[config.mk]
export PLATFORM = sky130hd
export DESIGN_NAME = issue_scoreboard
export DESIGN_NICKNAME = d
export VERILOG_FILES = /design/src/rtl/issue_scoreboard.sv
export SDC_FILE = /design/constraint.sdc
export NUM_CORES = 1
export LEC_CHECK = 0
export BUFFER_PORTS_ARGS = -buffer_cell sky130_fd_sc_hd__buf_2
export CORE_ASPECT_RATIO = 0.75
export CORE_MARGIN = 1.5
export CORE_UTILIZATION = 62
export DETAILED_ROUTE_END_ITERATION = 6
export PLACE_DENSITY = 0.79
export SETUP_SLACK_MARGIN = 0.15
export SYNTH_ARGS = -nofsm -noshare
export SYNTH_HDL_FRONTEND = slang
export SYNTH_SLANG_ARGS = --single-unit
[constraint.sdc]
create_clock -name clk -period 4.67 [get_ports clk]
set_clock_uncertainty 0.05 [all_clocks]
set_input_delay 0.2335 -clock clk [delete_from_list [all_inputs] [get_ports clk]]
set_output_delay 0.2335 -clock clk [all_outputs]
set_load 0.05 [all_outputs]
[src/rtl/issue_scoreboard.sv]
// rtl/issue_scoreboard.sv - decode-stage RAW/WAW issue scoreboard with per-register pending counters
module issue_scoreboard #(
    parameter int NREG      = 32,
    parameter int CNT_W     = 2,
    parameter int WB_BYPASS = 0
) (
    input  logic        clk,
    input  logic        rst,
    input  logic        dec_valid,
    input  logic [4:0]  dec_rs1,
    input  logic [4:0]  dec_rs2,
    input  logic        dec_use_rs1,
    input  logic        dec_use_rs2,
    input  logic [4:0]  dec_rd,
    input  logic        dec_regwrite,
    input  logic        wb_valid,
    input  logic [4:0]  wb_rd,
    input  logic        flush,
    input  logic        flush_rd_valid,
    input  logic [4:0]  flush_rd,
    output logic        stall,
    output logic        issue,
    output logic        bubble,
    output logic        err,
    output logic [31:0] stall_cycles
);

    localparam logic [CNT_W-1:0] CNT_MAX = '1;
    localparam logic [CNT_W-1:0] CNT_ONE = CNT_W'(1);

    // Pending-write counters; entry 0 (x0) is held at zero and never consulted.
    logic [CNT_W-1:0] cnt     [NREG];
    logic [CNT_W-1:0] cnt_nxt [NREG];

    // One-hot views of the three counter-update sources.
    logic [NREG-1:0] inc_oh;
    logic [NREG-1:0] wb_oh;
    logic [NREG-1:0] fl_oh;
    logic [NREG-1:0] uf_vec;

    // Per-register arithmetic scratch, two guard bits so +1/-2 never wraps.
    logic [CNT_W+1:0] up_v;
    logic [CNT_W+1:0] down_v;
    logic [CNT_W+1:0] diff_v;

    logic hz_s1;
    logic hz_s2;
    logic hz_d;

    // A source blocks while a write to it is in flight; with a write-through
    // register file the last outstanding write retiring this cycle is enough.
    function automatic logic src_hazard(
        input logic             use_r,
        input logic [4:0]       idx,
        input logic [CNT_W-1:0] c,
        input logic             wbv,
        input logic [4:0]       wbr
    );
        logic busy;
        logic byp;
        busy = use_r && (idx != 5'd0) && (c != '0);
        byp  = (WB_BYPASS != 0) && (c == CNT_ONE) && wbv && (wbr == idx);
        return busy && !byp;
    endfunction

    // Hazard detection and pipeline-register control.
    always_comb begin
        hz_s1  = src_hazard(dec_use_rs1, dec_rs1, cnt[dec_rs1], wb_valid, wb_rd);
        hz_s2  = src_hazard(dec_use_rs2, dec_rs2, cnt[dec_rs2], wb_valid, wb_rd);
        hz_d   = dec_regwrite && (dec_rd != 5'd0) && (cnt[dec_rd] == CNT_MAX);
        stall  = dec_valid && !flush && (hz_s1 || hz_s2 || hz_d);
        issue  = dec_valid && !flush && !stall;
        bubble = flush || stall;
    end

    // Decode each update source into a per-register strobe; x0 is masked off.
    always_comb begin
        inc_oh = '0;
        wb_oh  = '0;
        fl_oh  = '0;
        if (issue && dec_regwrite) begin
            inc_oh[dec_rd] = 1'b1;
        end
        if (wb_valid) begin
            wb_oh[wb_rd] = 1'b1;
        end
        if (flush && flush_rd_valid) begin
            fl_oh[flush_rd] = 1'b1;
        end
        inc_oh[0] = 1'b0;
        wb_oh[0]  = 1'b0;
        fl_oh[0]  = 1'b0;
    end

    // Net counter update: sum all terms, clamp at zero and flag any underflow.
    always_comb begin
        up_v   = '0;
        down_v = '0;
        diff_v = '0;
        uf_vec = '0;
        for (int r = 0; r < NREG; r++) begin
            cnt_nxt[r] = '0;
        end
        for (int r = 1; r < NREG; r++) begin
            up_v   = {2'b00, cnt[r]} + {{(CNT_W+1){1'b0}}, inc_oh[r]};
            down_v = {{(CNT_W+1){1'b0}}, wb_oh[r]} + {{(CNT_W+1){1'b0}}, fl_oh[r]};
            diff_v = up_v - down_v;
            if (down_v > up_v) begin
                cnt_nxt[r] = '0;
                uf_vec[r]  = 1'b1;
            end else begin
                cnt_nxt[r] = diff_v[CNT_W-1:0];
            end
        end
    end

    // Counter state; reset discards every in-flight write.
    always_ff @(posedge clk) begin
        for (int r = 0; r < NREG; r++) begin
            if (rst) begin
                cnt[r] <= '0;
            end else begin
                cnt[r] <= cnt_nxt[r];
            end
        end
    end

    // Sticky underflow flag.
    always_ff @(posedge clk) begin
        if (rst) begin
            err <= 1'b0;
        end else if (|uf_vec) begin
            err <= 1'b1;
        end
    end

    // Saturating stalled-cycle counter.
    always_ff @(posedge clk) begin
        if (rst) begin
            stall_cycles <= '0;
        end else if (stall && (stall_cycles != 32'hFFFF_FFFF)) begin
            stall_cycles <= stall_cycles + 32'd1;
        end
    end

endmodule

==> flow_summary.toml <==
[status]
outcome = "complete, no violations"

[timing]
post-route-period-util_pct = 94.0
drv_slew = 0
timing.hold.ws_ns = 0.454
tns_ns = 0
finalHoldViolCount = 0
max_freq_ghz = 0.228
relSlewSlack_pct = 37.6
fin_crit_ns = 4.39
tightest_slew_ns = 0.936
setup_slack_ns = 0.282
setup_viol = 0
rsz0062_at_grt = "false"

[synth]
ys_warn_count = 0
synth_compound_area_share_pct = 10.5
synth_top_cell_by_area = "ha_1"
synth_top_family_by_area = "adder cells"
synth-simple-area-share_pct = 25.2
synthCells = 1107
synth_adder_area_share_pct = 26.1
synth_area_per_cell_um2 = 8.11
netlist_area_um2 = 8970
syn_nets = 1328
ys_types = 65
synth_mux_area_share_pct = 7.45
synth_top_area_share_pct = 26.1
ys_top_cells_by_area = "ha_1, dfxtp_1, nor2_1"
synth_edf_count = 0
synth_ff_type = "dfxtp_1"
async_flop_share_pct = 0
synth-seq-cells = 95
synth-xor-area-share_pct = 3.03
ys_seq_area_share_pct = 21.2

[routing]
drt_iter0_markers = 892
drcViolationCount = 0
drt_pass1_iterations = 5
viasPerCell = 5.98
wire_per_inst_um = 18.5
num_vias = 8336
routed_wl_mm = 25.7
ant_nets = 0

[cts]
path_clk_slew_ns = 0.07
cts_buffers = 9
cts_tree = "done"
ctsHoldBuffers = 0
clock_sinks = 95
clock_latency_ns = 0.36
h-tree-depth = 3
ctsRootBufferMaster = "clkbuf_16"
clock_path_buffers = 2

[pwr]
ir_worst_vdd_uv = 185
pwr-share-comb_pct = 18.3
p_per_area_nw_per_um2 = 199
switching_share_pct = 29.3
leakagePower_nw = 4.62
intPower_w = 0.00143
p_clk_share_pct = 40.2
p_switching_w = 0.000595
seqPwrFrac_pct = 41.5

[setup_path]
crit_path_end_kind = "flip-flop"
crit_type = "reg -> reg"
critPathArrivalTime_ns = 4.54
crit_required_ns = 4.82
critPathLaunchType = "flip-flop"
r2r_slack_ns = 0.28
crit_path_max_fanout = 5

[finish]
final_common_cell = "nor2_1"
area_growth_pct = 13.7
final_core_util_pct = 73.2
nets = 1414
diodes = 0
drive_gt1_share_pct = 15.7
most-common-layout-cells = "nor2_1, ha_1, inv_1"
fin_area_um2 = 10200

[min_path]
min_path_type = "reg -> reg"

[place]
port-buffer-count = 69
place.gp.congestion = 0.990
dp_hpwl_mm = 19.8
dpl_worst_slack_ns = -0.331
dpl_cell_area_um2 = 9690

[die]
start_util_pct = 64.4
dieArea_um2 = 15200
die_w_um = 142
io_pins = 70
fp.dieH_um = 107
row_count = 37
core_um2 = 13900

[global_route]
grt_pass1_wl_mm = 39.9
overflow = 0
grt_pass1_vias = 7553
grt_max_degree = 50
grtUsageTotal_pct = 34.2
antenna_found_initial = 0

[run]
drv_cap = 0
-- routing by layer --
layer  track usage, %  wire (um)  vias up
met5                0          0        -
met4             11.0        812        0
met3             6.97       2590       68
met2             50.3      10700      423
met1             49.7      11600     3809
li1                 -          -     4036
-- worst paths after layout --
| check | cells after the start | startpoint | to |
|---|---|---|---|
| setup / recovery | 20 | cnt[5][0]$_SDFF_PP0_ | err$_SDFFE_PP0P_ |
| setup reg to reg | 20 | cnt[5][0]$_SDFF_PP0_ | err$_SDFFE_PP0P_ |
| hold reg to reg | 2 | stall_cycles[18]$_SDFFE_PP0P_ | stall_cycles[18]$_SDFFE_PP0P_ |
| hold / removal | 2 | stall_cycles[18]$_SDFFE_PP0P_ | stall_cycles[18]$_SDFFE_PP0P_ |
-- timing repair --
item,4_1_cts,5_1_grt
resized for setup,5,47
endpoints found under the setup margin,1,1
pin swaps,0,13
buffers inserted,0,2
cloned,0,1
-- critical path: stages (launching register included) --
cell	delay, ns
dfxtp_1	0.41
nor2_1	0.09
mux4_2	0.49
a221oi_1	0.34
a311oi_1	0.10
a211oi_2	0.37
nor3_4	0.14
nand4_1	0.15
buf_4	0.15
nor2_1	0.05
ha_1	0.18
ha_1	0.27
inv_1	0.04
ha_1	0.34
nor2b_1	0.16
o21ai_1	0.13
buf_4	0.13
nand4_1	0.15
nor4_2	0.26
buf_4	0.17
a21oi_1	0.05
-- cells by family after synthesis --
| kind of cell | after synthesis |
|---|---|
| AO/OA/AOI/OAI | 145 |
| XOR/XNOR | 31 |
| adder cells (fa/ha/maj) | 187 |
| buffers and inverters | 141 |
| flip-flops | 95 |
| multiplexers | 52 |
| AND/OR/NAND/NOR | 456 |
-- registers in the layout, indices dropped and copies added (netlist names) --
register / flops
cnt: 62
err: 1
stall_cycles: 32
-- stage by stage --
stage / instances / total power (W)
floorplan: 1107 / 0.00108
global placement: 1374 / 0.00119
detailed placement: 1374 / 0.00119
CTS: 1390 / 0.00201
global route: 1393 / 0.00210
finish: 1393 / 0.00203
-- power groups by stage --
stage | Combinational [W] | Clock [W] | Sequential [W]
after floorplan | 0.000222 | 0 | 0.000857
after global placement | 0.000332 | 0 | 0.000858
after detailed placement | 0.000337 | 0 | 0.000858
after CTS | 0.000345 | 0.000826 | 0.000839
after global routing | 0.000402 | 0.000861 | 0.000842
final | 0.000372 | 0.000816 | 0.000841
-- layout make-up --
| class | instances | area [um2] |
|---|---|---|
| clock buffers | 10 | 229 |
| clock inverters | 6 | 93.8 |
| fillers | 1094 | 3730 |
| inverters | 101 | 379 |
| multi-input cells | 872 | 6640 |
| flip-flops and latches | 95 | 1910 |
| well taps | 195 | 244 |
| repair buffers | 114 | 702 |
-- synthesized netlist by cell type, types with 3 or more instances --
cell         n
clkbuf_1    22
o21ai_0     43
o31a_1       3
or3b_2       5
mux4_2      10
inv_1       98
nor3b_1      8
mux2_1      15
o22ai_1     12
or3_1       11
and2_1       3
mux2i_1     24
xor2_1      31
nand3b_1    12
nor2b_1     48
buf_2        9
o21a_1       4
nor2_1     197
nor4_2       3
a21oi_1     49
buf_6        5
or3b_1       5
o2111ai_1    3
and3_1       8
dfxtp_1     95
nand2_1     50
nand3_1     19
nand2b_1     6
o31ai_1      6
nor4_1       9
nor3_1      41
nand4_1     15
ha_1       187
mux2_2       3
or4_1        6
Power figures use the tool's default switching activity.
